[config.mk]
export PLATFORM = sky130hd
export DESIGN_NAME = freelist_refill_ctrl
export DESIGN_NICKNAME = d
export VERILOG_FILES = /design/src/rtl/freelist_refill_ctrl.sv
export SDC_FILE = /design/constraint.sdc
export NUM_CORES = 1
export LEC_CHECK = 0
export CORE_UTILIZATION = 40
export CTS_CLUSTER_SIZE = 16
export DETAILED_ROUTE_END_ITERATION = 16
export GPL_TIMING_DRIVEN = 0
export PLACE_DENSITY = 0.71
export SLEW_MARGIN = 20
export SYNTH_ARGS = -nofsm -noshare
export SYNTH_HDL_FRONTEND = slang
export SYNTH_SLANG_ARGS = --single-unit
[constraint.sdc]
create_clock -name Clk -period 3.4 [get_ports Clk]
set_input_delay 0.68 -clock Clk [delete_from_list [all_inputs] [get_ports Clk]]
set_output_delay 0.68 -clock Clk [all_outputs]
set_load 0.1 [all_outputs]
[src/rtl/freelist_refill_ctrl.sv]
// freelist_refill_ctrl: clears and rebuilds the 4-bank rename free list after reset/flush,
// then compacts ROB releases into lane order. Optional FreeCnt output under FREELIST_CNT_EN.
`default_nettype none

module freelist_refill_ctrl #(
  parameter int PREG_NUM = 128,
  parameter int PREG_W   = 7,
  parameter int ARCH_NUM = 32
) (
  input  logic                Clk,
  input  logic                Rest,
  input  logic                FlushReq,
  input  logic [PREG_NUM-1:0] CommitMap,
  input  logic                RobFreeAble1,
  input  logic                RobFreeAble2,
  input  logic                RobFreeAble3,
  input  logic                RobFreeAble4,
  input  logic [PREG_W-1:0]   RobFreeAddr1,
  input  logic [PREG_W-1:0]   RobFreeAddr2,
  input  logic [PREG_W-1:0]   RobFreeAddr3,
  input  logic [PREG_W-1:0]   RobFreeAddr4,
  output logic                FlAble1,
  output logic                FlAble2,
  output logic                FlAble3,
  output logic                FlAble4,
  output logic [PREG_W-1:0]   FlAddr1,
  output logic [PREG_W-1:0]   FlAddr2,
  output logic [PREG_W-1:0]   FlAddr3,
  output logic [PREG_W-1:0]   FlAddr4,
  output logic                FlClean,
  output logic                RenameHold,
  output logic                RobFreeStall,
`ifdef FREELIST_CNT_EN
  output logic [PREG_W:0]     FreeCnt,
`endif
  output logic                Busy
);

  localparam int GRP_NUM = PREG_NUM / 4;
  localparam int PTR_W   = PREG_W - 2;
  localparam logic [PREG_NUM-1:0] RST_SNAP = {{(PREG_NUM-ARCH_NUM){1'b0}}, {ARCH_NUM{1'b1}}};

  typedef enum logic {SCAN = 1'b0, IDLE = 1'b1} state_t;

  state_t              state, state_nxt;
  logic [PTR_W-1:0]    ptr, ptr_nxt;
  logic [PREG_NUM-1:0] snap, snap_nxt;
  logic [3:0]          able, able_nxt;
  logic [PREG_W-1:0]   addr [4];
  logic [PREG_W-1:0]   addr_nxt [4];
  logic                clean, clean_nxt;
  logic                hold, hold_nxt;
  logic                stall, stall_nxt;
  logic [3:0]          cand_v;
  logic [PREG_W-1:0]   cand_a [4];
  logic [3:0]          rob_v;
  logic [PREG_W-1:0]   rob_a [4];
  logic [2:0]          k;

  assign rob_v = {RobFreeAble4, RobFreeAble3, RobFreeAble2, RobFreeAble1};
  assign rob_a = '{RobFreeAddr1, RobFreeAddr2, RobFreeAddr3, RobFreeAddr4};

  always_comb begin
    state_nxt = state;
    ptr_nxt   = ptr;
    snap_nxt  = snap;
    clean_nxt = 1'b0;
    hold_nxt  = hold;
    stall_nxt = stall;
    able_nxt  = '0;
    addr_nxt  = '{default: '0};
    cand_v    = '0;
    cand_a    = '{default: '0};
    k         = '0;

    // Candidates are free pregs of the current group in SCAN, ROB releases in IDLE.
    for (int i = 0; i < 4; i++) begin
      if (state == SCAN) begin
        cand_a[i] = {ptr, 2'(i)};
        cand_v[i] = !snap[{ptr, 2'(i)}];
      end else begin
        cand_a[i] = rob_a[i];
        cand_v[i] = rob_v[i];
      end
    end

    for (int i = 0; i < 4; i++) begin
      if (cand_v[i]) begin
        addr_nxt[k[1:0]] = cand_a[i];
        able_nxt[k[1:0]] = 1'b1;
        k = k + 3'd1;
      end
    end

    if (state == SCAN) begin
      ptr_nxt = ptr + 1'b1;
      if (ptr == PTR_W'(GRP_NUM - 1)) begin
        state_nxt = IDLE;
        ptr_nxt   = '0;
      end
    end else begin
      hold_nxt  = 1'b0;
      stall_nxt = 1'b0;
    end

    // A flush restarts the rebuild from any state and drops this cycle's writes.
    if (FlushReq) begin
      state_nxt = SCAN;
      ptr_nxt   = '0;
      snap_nxt  = CommitMap;
      clean_nxt = 1'b1;
      hold_nxt  = 1'b1;
      stall_nxt = 1'b1;
      able_nxt  = '0;
      addr_nxt  = '{default: '0};
    end
  end

  always_ff @(posedge Clk) begin
    if (Rest) begin
      state <= SCAN;
      ptr   <= '0;
      snap  <= RST_SNAP;
      able  <= '0;
      addr  <= '{default: '0};
      clean <= 1'b1;
      hold  <= 1'b1;
      stall <= 1'b1;
    end else begin
      state <= state_nxt;
      ptr   <= ptr_nxt;
      snap  <= snap_nxt;
      able  <= able_nxt;
      addr  <= addr_nxt;
      clean <= clean_nxt;
      hold  <= hold_nxt;
      stall <= stall_nxt;
    end
  end

`ifdef FREELIST_CNT_EN
  logic [PREG_W:0]   free_cnt;
  logic [PREG_W+1:0] cnt_sum;

  assign cnt_sum = {1'b0, free_cnt} + (PREG_W+2)'(able[0]) + (PREG_W+2)'(able[1])
                 + (PREG_W+2)'(able[2]) + (PREG_W+2)'(able[3]);

  always_ff @(posedge Clk) begin
    if (Rest || FlushReq) begin
      free_cnt <= '0;
    end else if (cnt_sum > (PREG_W+2)'(PREG_NUM)) begin
      free_cnt <= (PREG_W+1)'(PREG_NUM);
    end else begin
      free_cnt <= cnt_sum[PREG_W:0];
    end
  end

  assign FreeCnt = free_cnt;
`else
  // Counter disabled: no FreeCnt port and no count state.
`endif

  assign {FlAble4, FlAble3, FlAble2, FlAble1} = able;
  assign FlAddr1      = addr[0];
  assign FlAddr2      = addr[1];
  assign FlAddr3      = addr[2];
  assign FlAddr4      = addr[3];
  assign FlClean      = clean;
  assign RenameHold   = hold;
  assign RobFreeStall = stall;
  assign Busy         = (state != IDLE);

endmodule

`default_nettype wire

==> key figures, run 1 <==
Drt
  • Met2 routed WL: 12000 um
  • Routed WL per cell: 19.2 um
  • DR WL met3: 1850 um
  • DRC violation count after routing: 0
  • 1st-pass router iterations: 5
  • Total vias in the final route: 7160
  • Iteration-0 DRC Markers: 549
  • Highest signal layer in the routed design: met4
  • Via density per instance: 5.42
  • Detailed Route WL: 25400 um
  • Total routed wire length on the met1 layer: 10900 um
  • Residual antenna-violating net count after detailed routing: 0

Clock network
  • Number of buffers inserted during clock tree synthesis: 17
  • TritonCTS sink count: 168
  • Htree depth: 4
  • Worst skew pair latency: 0.43 ns
  • Clock slew seen by the registers of the worst setup and hold paths: 0.07 ns
  • Deepest clock path buffer count: 2
  • Clk root buf: sky130_fd_sc_hd__clkbuf_16
  • TritonCTS clock tree: yes

Timing
  • Final worst path period share: 0.979
  • Final worst-path setup slack: 0.0711 ns
  • Slew Limit Fails: 0
  • Largest clock skew in the final design: 0.0164 ns
  • Hold Violations, Final: 0
  • Least-Margin Pin Slew: 0.995 ns
  • Final-layout setup total negative slack: 0 ns
  • RSZ-0062 raised after global routing: true
  • Final setup vio count: 0
  • Upper clock frequency limit: 0.300 GHz
  • Hold WS: 0.480 ns
  • Minimum clock period after layout: 3.33 ns
  • Worst slew margin relative to its limit: 0.334

Global routing
  • Vias in the first global route: 6942
  • Antenna violations before repair: 0
  • GRT Resource Usage Total: 0.251
  • Final global-route overflow total: 0
  • Maximum number of pins on one net before global-route repair: 18
  • Global-route wire length before repair: 38900 um

Critical path
  • Series of cell instances along the critical path: buf_6 -> buf_12 -> buf_12 -> buf_12 -> mux2i_1 -> a222oi_1 -> a31oi_1 -> a21oi_2 -> inv_2 -> ha_4 -> inv_4 -> nor4_4 -> buf_4 -> o2111ai_1 -> o211a_1
  • WP data required: 3.71 ns
  • Launching element type of the critical path: flip-flop
  • Crit Path Category: flip-flop to flip-flop
  • R2r setup slk: 0.07 ns
  • Crit path max-delay cell type: sky130_fd_sc_hd__nor4_4
  • Number of cells on the worst reg-to-reg path: 15
  • CP Launch Point: ptr[2]
  • Largest stage delay on the critical path: 0.37 ns
  • Cell with the most instances on the worst path: sky130_fd_sc_hd__buf_12
  • Worst path arrival time: 3.64 ns
  • CP Max Fanout: 10
  • R2r startpoint: ptr[2]
  • Endpoint kind of the worst setup timing path: flip-flop
  • Capturing point of the worst reg2reg path: FlAddr1[1]
  • Endpoint of the most critical setup path: FlAddr1[1]

Logic synthesis
  • Number of warning messages in the yosys log: 0
  • Predominant post-synthesis flop cell: sky130_fd_sc_hd__dfxtp_1
  • Netlist cell types: 66
  • Total of flip-flops plus latches after synthesis: 168
  • Synthesized net count: 984
  • Number of flops mapped to enable cells by yosys: 0
  • Cell type contributing the most total cell area after synthesis: sky130_fd_sc_hd__dfxtp_1
  • Async SR Flop Fraction: 0
  • Fraction of synthesized cell area taken by the top area cell type: 0.417
  • Mean post-synth cell area: 9.89 um^2
  • Post-Synthesis Cells: 815
  • Dominant cells by area after synthesis: sky130_fd_sc_hd__dfxtp_1 42%, sky130_fd_sc_hd__mux2i_1 18%, sky130_fd_sc_hd__nor2_1 6.2%
  • Proportion of synthesized chip area in sequential cells: 0.417
  • Area of the mapped netlist: 8060 um^2

Floorplan
  • Chip Height: 144 um
  • Width of the chip: 144 um
  • Die Area: 20700 um^2
  • # IOs: 199
  • Row Count: 51
  • Initial Utilization: 0.412
  • Core Area: 19600 um^2

Finish
  • Area overhead of the layout relative to synthesis: 41.6%
  • Number of non-filler instances in the completed layout: 1321
  • Proportion of layout cells with a drive suffix above 1: 0.132
  • Most common cell after layout, fill and taps aside: sky130_fd_sc_hd__clkdlybuf4s50_1
  • Area of the multi-input gates: 4570 um^2
  • Leading cell types in the layout, fill and taps excluded: 197 x sky130_fd_sc_hd__clkdlybuf4s50_1, 166 x sky130_fd_sc_hd__dfxtp_1, 145 x sky130_fd_sc_hd__mux2i_1
  • Number of antenna cells inserted: 0
  • Storage element area: 3370 um^2
  • Layout net count: 1212
  • Filler cell count: 1746
  • Total non-filler cell area in the finished layout: 11400 um^2

Min path
  • Class of the most critical hold timing path: flip-flop to flip-flop

Pwr
  • Fraction of power consumed by sequential logic: 0.418
  • Int Power: 3.70 mW
  • Switching part of the total: 0.272
  • Psw: 1.38 mW
  • Leakage power of the design: 4.51 nW
  • Part of the power in combinational logic: 0.174
  • Clk pwr share: 0.408
  • Max VDD drop: 0.000312 V
  • Power density cells: 445 nW/um^2

Flow run
  • Max-cap check violation count: 0

Status
  • Run status: finished, final reports clean

Place
  • Number of input and output port buffers inserted: 197
  • Placed cell area: 10400 um^2
  • Pre-CTS setup slack: -0.947 ns
  • HPWL after DPL: 18900 um
  • Post-Place Cells: 1277
  • Routability congestion estimate: 0.943
[worst max-delay path, delay by kind of cell, from the launching register on]
| kind | cells | cell delay (ns) |
|---|---|---|
| multiplexers | 1 | 0.15 |
| AND/OR/NAND/NOR | 1 | 0.37 |
| AO/OA/AOI/OAI | 5 | 1.08 |
| buffers and inverters | 7 | 0.95 |
| flip-flops | 1 | 0.31 |
| adder cells (fa/ha/maj) | 1 | 0.35 |
[how the worst min path moves through the flow]
stage                       startpoint            to  slack (ns)  depth (start not counted)
after floorplan              snap[123]     snap[123]        0.45                          2
after global placement    RobFreeStall  RobFreeStall        0.46                          1
after detailed placement  RobFreeStall  RobFreeStall        0.47                          1
after CTS                 RobFreeStall  RobFreeStall        0.49                          1
after global routing      RobFreeStall  RobFreeStall        0.51                          1
final                     RobFreeStall  RobFreeStall        0.48                          1
[cells by family after synthesis]
kind of cell | after synthesis | share of synthesized area
fa+ha+maj | 6 | 0.00931
buf+inv | 76 | 0.0431
simple gates | 249 | 0.151
compound gates | 146 | 0.141
flops | 168 | 0.417
mux | 170 | 0.238
[through the flow]
step	power [mW]	utilization
after floorplan	2.61	-
after global placement	2.96	0.529
after detailed placement	2.97	0.529
after CTS	5.09	0.576
after global routing	5.26	0.583
final	5.08	0.583
[cell usage after synthesis (7+ instances only)]
library cell                  n
sky130_fd_sc_hd__a21oi_1     16
sky130_fd_sc_hd__nand2_1     21
sky130_fd_sc_hd__clkbuf_1    34
sky130_fd_sc_hd__nand4_1      8
sky130_fd_sc_hd__a21o_1      16
sky130_fd_sc_hd__nor2b_1     40
sky130_fd_sc_hd__dfxtp_1    168
sky130_fd_sc_hd__o211ai_1    10
sky130_fd_sc_hd__nand3_1      8
sky130_fd_sc_hd__o2111ai_1    8
sky130_fd_sc_hd__mux2i_1    147
sky130_fd_sc_hd__buf_2        9
sky130_fd_sc_hd__buf_4        9
sky130_fd_sc_hd__a211o_1     34
sky130_fd_sc_hd__mux4_2      17
sky130_fd_sc_hd__o21ai_1      7
sky130_fd_sc_hd__nand2b_1    11
sky130_fd_sc_hd__inv_1        7
sky130_fd_sc_hd__buf_1       12
sky130_fd_sc_hd__nor2_1     133
[power by group through the flow]
stage / clock network (mW) / logic [mW] / registers, mW
after floorplan: 0 / 0.414 / 2.20
after global placement: 0 / 0.792 / 2.16
after detailed placement: 0 / 0.799 / 2.17
after CTS: 2.10 / 0.862 / 2.12
after global routing: 2.20 / 0.937 / 2.13
final: 2.07 / 0.886 / 2.12
[per-layer routing]
layer,vias up,GRT usage
li1,3401,-
met1,3396,0.325
met2,321,0.415
met3,42,0.0517
met4,0,0.0862
met5,-,0
[final cells by class]
class / count / share of cell area
sequential: 168 / 0.295
tap: 265 / 0.0290
buffer: 65 / 0.0340
multi-input combinational: 571 / 0.400
inverter: 10 / 0.00427
timing repair buffer: 210 / 0.181
clock buffer: 17 / 0.0373
clock inverter: 15 / 0.0186
[state kept, by name, indices dropped and copies added, names as in the netlist, 4 cells and up]
signal and flops:
FlAddr1 7, FlAddr4 7, ptr 5, FlAddr3 7
snap 128, able 4, FlAddr2 7
[what timing repair did]
| item | CTS | global route |
|---|---|---|
| setup buffers | 6 | 7 |
| hold buffers | 0 | 0 |
| pin swaps | 6 | 11 |
| gates resized for setup | 48 | 22 |
| setup endpoints to repair | 32 | 31 |
| endpoints found under the hold margin | 0 | 0 |
Note: power is estimated with default switching activity, not from simulation.
==> run 2, diff against run 1 <==
REMOVE_ABC_BUFFERS = 1   (was unset)
==> key figures, run 2 (synthesis gave the netlist of run 1 again) <==
Status
  • Run status: finished, final reports clean

Drt
  • Residual antenna-violating net count after detailed routing: 0
  • Detailed Route WL: 22700 um
  • Iteration-0 DRC Markers: 446
  • DRC violation count after routing: 0
  • Total vias in the final route: 6815
  • Via density per instance: 5.33
  • 1st-pass router iterations: 5
  • Routed WL per cell: 17.8 um

Critical path
  • Launching element type of the critical path: flip-flop
  • Crit Path Category: flip-flop to flip-flop
  • Endpoint kind of the worst setup timing path: flip-flop
  • Worst path arrival time: 3.58 ns
  • Capturing point of the worst reg2reg path: FlAddr1[1]
  • R2r startpoint: ptr[1]
  • R2r setup slk: 0.13 ns
  • CP Max Fanout: 7
  • WP data required: 3.71 ns
  • Number of cells on the worst reg-to-reg path: 12

Pwr
  • Psw: 1.25 mW
  • Max VDD drop: 0.000332 V
  • Part of the power in combinational logic: 0.181
  • Leakage power of the design: 4.45 nW
  • Power density cells: 435 nW/um^2
  • Switching part of the total: 0.254
  • Clk pwr share: 0.387
  • Int Power: 3.65 mW
  • Fraction of power consumed by sequential logic: 0.432

Clock network
  • Clock slew seen by the registers of the worst setup and hold paths: 0.06 ns
  • Number of hold buffers added after CTS: 0
  • Deepest clock path buffer count: 2
  • Worst skew pair latency: 0.43 ns
  • TritonCTS sink count: 168
  • Clk root buf: sky130_fd_sc_hd__clkbuf_16
  • TritonCTS clock tree: yes
  • Htree depth: 4
  • Number of buffers inserted during clock tree synthesis: 17

Finish
  • Area overhead of the layout relative to synthesis: 39.7%
  • Proportion of layout cells with a drive suffix above 1: 0.130
  • Number of non-filler instances in the completed layout: 1278
  • Layout net count: 1169
  • Number of flip-flops under the largest register name: 128
  • Largest register by flop count: snap
  • Leading cell types in the layout, fill and taps excluded: 196 x sky130_fd_sc_hd__clkdlybuf4s50_1, 163 x sky130_fd_sc_hd__dfxtp_1, 146 x sky130_fd_sc_hd__mux2i_1
  • Most common cell after layout, fill and taps aside: sky130_fd_sc_hd__clkdlybuf4s50_1

Min path
  • Class of the most critical hold timing path: flip-flop to flip-flop
  • End point of the worst hold path: snap[94]
  • Hold path depth: 2
  • Launch point of the worst hold path: snap[94]

Floorplan
  • Initial Utilization: 0.412
  • Width of the chip: 144 um
  • # IOs: 199
  • Die Area: 20700 um^2
  • Core Area: 19600 um^2
  • Row Count: 51
  • Chip Height: 144 um

Timing
  • Final worst path period share: 0.963
  • Slew Limit Fails: 0
  • Minimum clock period after layout: 3.27 ns
  • Largest clock skew in the final design: 0.00911 ns
  • Upper clock frequency limit: 0.305 GHz
  • Worst slew margin relative to its limit: 0.335
  • Final setup vio count: 0
  • Hold Violations, Final: 0
  • Final-layout setup total negative slack: 0 ns
  • Least-Margin Pin Slew: 0.994 ns

Flow run
  • Max-cap check violation count: 0

Global routing
  • Antenna violations before repair: 0
  • Final global-route overflow total: 0
  • Vias in the first global route: 6546
  • GRT Resource Usage Total: 0.219
  • Maximum number of pins on one net before global-route repair: 97
  • Global-route wire length before repair: 34600 um

Place
  • Routability congestion estimate: 0.869
  • HPWL after DPL: 14700 um
  • Number of input and output port buffers inserted: 198
  • Post-Place Cells: 1217
==> run 2: layer usage <==
layer | track usage | part of all wire | up-vias
met4 | 0.0711 | 0.014 | 0
met1 | 0.280 | 0.43 | 3209
met3 | 0.0613 | 0.073 | 36
met5 | 0 | 0 | -
li1 | - | - | 3321
met2 | 0.354 | 0.48 | 249
==> run 2: area by class of cell <==
class,instances,area (um^2)
Antenna cell,2,5.00
Clock buffer,23,469
Clock inverter,7,93.8
Fill cell,1731,8330
Inverter,10,48.8
Multi-Input combinational cell,571,4510
Sequential cell,168,3380
Tap cell,265,332
Timing Repair Buffer,232,2430
==> run 2: power by group through the flow <==
stage               registers [mW]  clock network, mW  logic (mW)
finish                        2.12               1.89       0.885
floorplan                     2.21                  0       0.340
global route                  2.13               2.03       0.944
CTS                           2.12               1.94       0.839
global placement              2.18                  0       0.794
detailed placement            2.17                  0       0.750
==> run 2: timing repair <==
item                                    CTS  global route
resized for setup                        26            15
hold endpoints to repair                  0             0
buffers inserted                         16            11
cloned                                    1             1
pin swaps                                 3             7
endpoints found under the setup margin   32            31
==> run 2: how the worst max path moves through the flow <==
stage	to	startpoint
floorplan	FlAddr4[1]	ptr[1]
global placement	FlAddr1[6]	FlushReq
detailed placement	FlAddr1[5]	ptr[3]
CTS	FlAddr2[5]	ptr[0]
global route	FlAddr1[1]	ptr[1]
finish	FlAddr1[1]	ptr[1]
==> run 2: worst max-delay path, cell delays in order (launching register included) <==
cell and delay [ns]:
sky130_fd_sc_hd__dfxtp_4 0.45, sky130_fd_sc_hd__buf_6 0.15, sky130_fd_sc_hd__buf_4 0.16, sky130_fd_sc_hd__mux4_2 0.55, sky130_fd_sc_hd__o22ai_2 0.13, sky130_fd_sc_hd__and3b_4 0.27
sky130_fd_sc_hd__ha_4 0.35, sky130_fd_sc_hd__clkinvlp_4 0.15, sky130_fd_sc_hd__buf_6 0.14, sky130_fd_sc_hd__nor4_4 0.31, sky130_fd_sc_hd__buf_4 0.18, sky130_fd_sc_hd__o2111ai_2 0.12
sky130_fd_sc_hd__o211a_1 0.19
==> run 2: metrics by stage <==
stage	hold slack, ns	setup WS (ns)	area [um^2]	total power [mW]	utilization
2_1_floorplan	0.454	-0.828	7760	2.55	-
3_3_place_gp	0.458	-7.48	10100	2.97	0.514
3_5_place_dp	0.480	-1.04	10200	2.92	0.522
4_1_cts	0.496	0.000831	11100	4.89	0.566
5_1_grt	0.515	-0.0133	11300	5.10	0.575
6_report	0.490	0.126	11300	4.90	0.575
==> RTL edit 1, RTL diff (flow settings as in run 1) <==
Build with the macro `FREELIST_CNT_EN` defined.
--- a/src/rtl/freelist_refill_ctrl.sv
+++ b/src/rtl/freelist_refill_ctrl.sv
@@ -3,2 +3,4 @@
 `default_nettype none
+
+`define FREELIST_CNT_EN
 
Check against the original RTL (old outputs only; new: FreeCnt): equivalent (equiv_simple and equiv_induct, registers matched by name and starting in step).
==> RTL edit 1 against run 1 <==
Final area increased by 3.9%. Wire length increased by 2.1%. Via count increased by 4.5%. Sequential cell count increased by 8. Global-route usage decreased by 1.2 points. Maximum frequency about the same. Worst setup slack got worse by 2.7 ps. Utilization decreased by 1.7 points. Cell count increased by 6.2%. Area after synthesis increased by 5.7%. Synthesized cell count increased by 6.7%. Sequential share of layout area increased by 0.25 points. Critical path depth decreased by 1. Total power decreased by 0.45%.
==> RTL edit 1: results (changes against run 1) <==
grt_usage_pct: 23.9  # -1.2 points
synth_compound_area_share_pct: 13.4  # -0.73 points
fillCellCount: 1867  # +6.9%
critPathArrivalTime_ps: 3710  # +70 ps
num-multi-input-gates: 612  # +7.2%
finalWeightedCongestion: 0.914  # -3.1%
min_to: "snap[74]"
ys_ff_latch: 176  # +4.8%
synth.net_count: 1044  # +6.1%
switchingPower_w: 0.00138  # -0.45%
clock_buffer_count: 20  # +3
antenna_found_initial: 1  # +1
drt_pre_antenna_iters: 6  # +1
share_comb_of_total_power_pct: 17.8  # +0.4 points
ys_types: 74  # +12%
dp_hpwl_mm: 19.6  # +3.7%
dr_wl_met3_mm: 2.12  # +15%
worst_pin_slew_ps: 1000  # +4.71 ps
p_leak_nw: 4.62  # +2.5%
grt_first_pass_wirelength_mm: 39.7  # +2.1%
crit_path_max_fanout: 8  # -2
crit_family: "simple AND/OR/NAND/NOR gates"
synth-adder-area-share_pct: 1.97  # +1.0 points
final-nonclk-buf-share_pct: 22.1  # +0.57 points
drt-met1-wl_mm: 11.3  # +3.9%
dr.first_iter.drc_count: 451  # -18%
synth_mux_area_share_pct: 21.5  # -2.3 points
yosys-top-cells-count: "dfxtp_1 (176), nor2_1 (151), mux2i_1 (131), nor2b_1 (42), a211o_1 (35)"
route.met2.wl_mm: 12.0  # +0.73%
status: "completed"
ir_worst_vdd_v: 0.000338  # +8.2%
fin_ws_ps: 68.4  # -2.73 ps
finalClockSkew_ps: 11.4  # -4.97 ps
p_seq_share_pct: 43.9  # +2.1 points
yosysSeqAreaShare_pct: 41.3  # -0.37 points
power_density_mw_per_mm2: 426  # -4.2%
drive_gt1_share_pct: 12.3  # -0.83 points
dp_slack_ps: -799  # +148 ps
grt_pass1_vias: 7132  # +2.7%
multiInputGateArea_mm2: 0.00471  # +3.0%
crit_path_start: "ptr[1]"
io_buffers: 205  # +4.1%
crit_end: "FlAddr4[0]"
inv_count: 18  # +8
vias: 7482  # +4.5%
RTL edit 1: changes by cell type in the layout (fill, tap and decap cells not counted), sizes merged, moves of 7 or more:
cell	delta
nor2	+17
mux2i	-16
a21oi	+14
a21o	-13
dfxtp	+8
nand2b	-8
o2111ai	-8
buf	+7
clkdlybuf4s50	+7
inv	+7
RTL edit 1: stage by stage:
step / instance area [um2] / hold slack, ps / std cells / total power [W] / TNS [ps]
floorplan: 8530 / 451 / 870 / 0.00274 / 0
global placement: 10900 / 465 / 1350 / 0.00309 / -17110
detailed placement: 10900 / 481 / 1350 / 0.00310 / -16790
CTS: 11600 / 499 / 1388 / 0.00504 / 0
global route: 11900 / 513 / 1403 / 0.00524 / -11.9
finish: 11900 / 492 / 1403 / 0.00506 / 0
RTL edit 1: what timing repair did:
item / CTS / global route
endpoints found under the setup margin: 32 / 24
pin swaps: 3 / 6
resized for setup: 28 / 26
hold buffers: 0 / 0
hold endpoints to repair: 0 / 0
buffers inserted: 8 / 14
==> RTL edit 2, RTL diff (flow settings as in run 1) <==
Without the edit above. The parameter `PREG_W` goes from 7 to 9.
--- a/src/rtl/freelist_refill_ctrl.sv
+++ b/src/rtl/freelist_refill_ctrl.sv
@@ -6,3 +6,3 @@
   parameter int PREG_NUM = 128,
-  parameter int PREG_W   = 7,
+  parameter int PREG_W   = 9,
   parameter int ARCH_NUM = 32
Ports: changed (8 resized); port bits go from 199 to 215. No check against the original RTL was run, so the function may have changed too.
==> RTL edit 2 against run 1 <==
The flow now finishes with violations (setup timing). Area after synthesis is 4.2% higher. Total power is 2.3% higher. Sequential cell count grew 10. Die area increased by 4.1%. Count of clock-buffer cells in the layout is 1 higher. Final area is 6.9% higher. Wire length grew 3.7%. Global-route usage fell by 0.98 points. Critical path depth down 1. Worst setup slack worse by 370 ps. Critical path type unchanged. Critical endpoint is now FlAddr4[5]. Largest power group unchanged. Highest routed layer is now met5.
==> RTL edit 2: results (changes against run 1) <==
status: "finished, violations left"
failed_checks: "setup timing"
dp_cells: 1310  # +2.6%
r2r_end: "FlAddr4[5]"
finalClockSkew_ps: 11.5  # -4.91 ps
multiInputGateArea_mm2: 0.00473  # +3.6%
grt_use_met1_pct: 32.2  # -0.37 points
crit_path_max_fanout: 13  # +3
finalWeightedCongestion: 0.907  # -3.9%
yosys-top-cells-count: "dfxtp_1 (178), mux2i_1 (143), nor2_1 (134), nor2b_1 (41), clkbuf_1 (39)"
fin_ws_ps: -297  # -368 ps
setup_viol: 39  # +39
intPower_w: 0.00376  # +1.7%
hold_path_depth: 2  # +1
insertion_delay_ps: 450  # +20 ps
clock_buffer_count: 18  # +1
io_buffers: 213  # +8.1%
nFlopsAndLatches: 178  # +6.0%
vias: 7329  # +2.4%
dp_hpwl_mm: 19.0  # +0.44%
yosysSeqAreaShare_pct: 42.4  # +0.72 points
synth.net_count: 1003  # +1.9%
grt_pass1_vias: 7232  # +4.2%
clock_tree_area_fraction_pct: 4.89  # -0.70 points
dr_wl_met3_mm: 1.60  # -13%
gr-usage-met3_pct: 5.00  # -0.17 points
cts-resized-gates: 51  # +6.3%
r2r.worst_path.cells: 14  # -1
sh_seq_area_pct: 29.3  # -0.25 points
ir_worst_vdd_v: 0.000339  # +8.6%
fin_cells: 1379  # +4.4%
multi_input_area_share_pct: 38.8  # -1.2 points
num-multi-input-gates: 573  # +0.35%
timing.rr.start: "ptr[0]"
finalWirelength_mm: 26.3  # +3.7%
synth.avg_cell_area_um2: 10.2  # +2.6%
synth_area_leaders: "dfxtp_1 (42%), mux2i_1 (17%), nor2_1 (6.0%)"
final-nonclk-buf-share_pct: 24.1  # +2.5 points
inv_count: 7  # -3
route.met2.wl_mm: 12.5  # +4.4%
RTL edit 2: changes by cell type after synthesis, moves of 7 or more:
| cell | delta |
|---|---|
| or3_1 | +7 |
| nand2_1 | -8 |
| o2111ai_1 | -8 |
| o21ai_1 | -7 |
| dfxtp_1 | +10 |
| nand3_1 | +14 |
RTL edit 2: cell families (layout without fill, tap and decap cells):
logic type	Yosys count	count (layout)	synth area share [%]
AO/OA/AOI/OAI	132	132	12.4
XOR/XNOR	4	4	0.417
adder cells (fa/ha/maj)	5	5	0.834
buffers and inverters	76	358	4.45
flip-flops	178	178	42.4
multiplexers	179	179	24.7
AND/OR/NAND/NOR	253	253	14.7
RTL edit 2: worst max-delay path, stage by stage (launching register included):
cell and delay, ps:
dfxtp_4 360, buf_12 150, buf_12 120, buf_12 130, mux2i_1 130, a22oi_1 220, a21oi_2 140, or4_4 520
buf_6 170, fa_2 570, nor4b_4 260, o211ai_2 220, buf_6 230, mux2_4 320, nor2_4 70
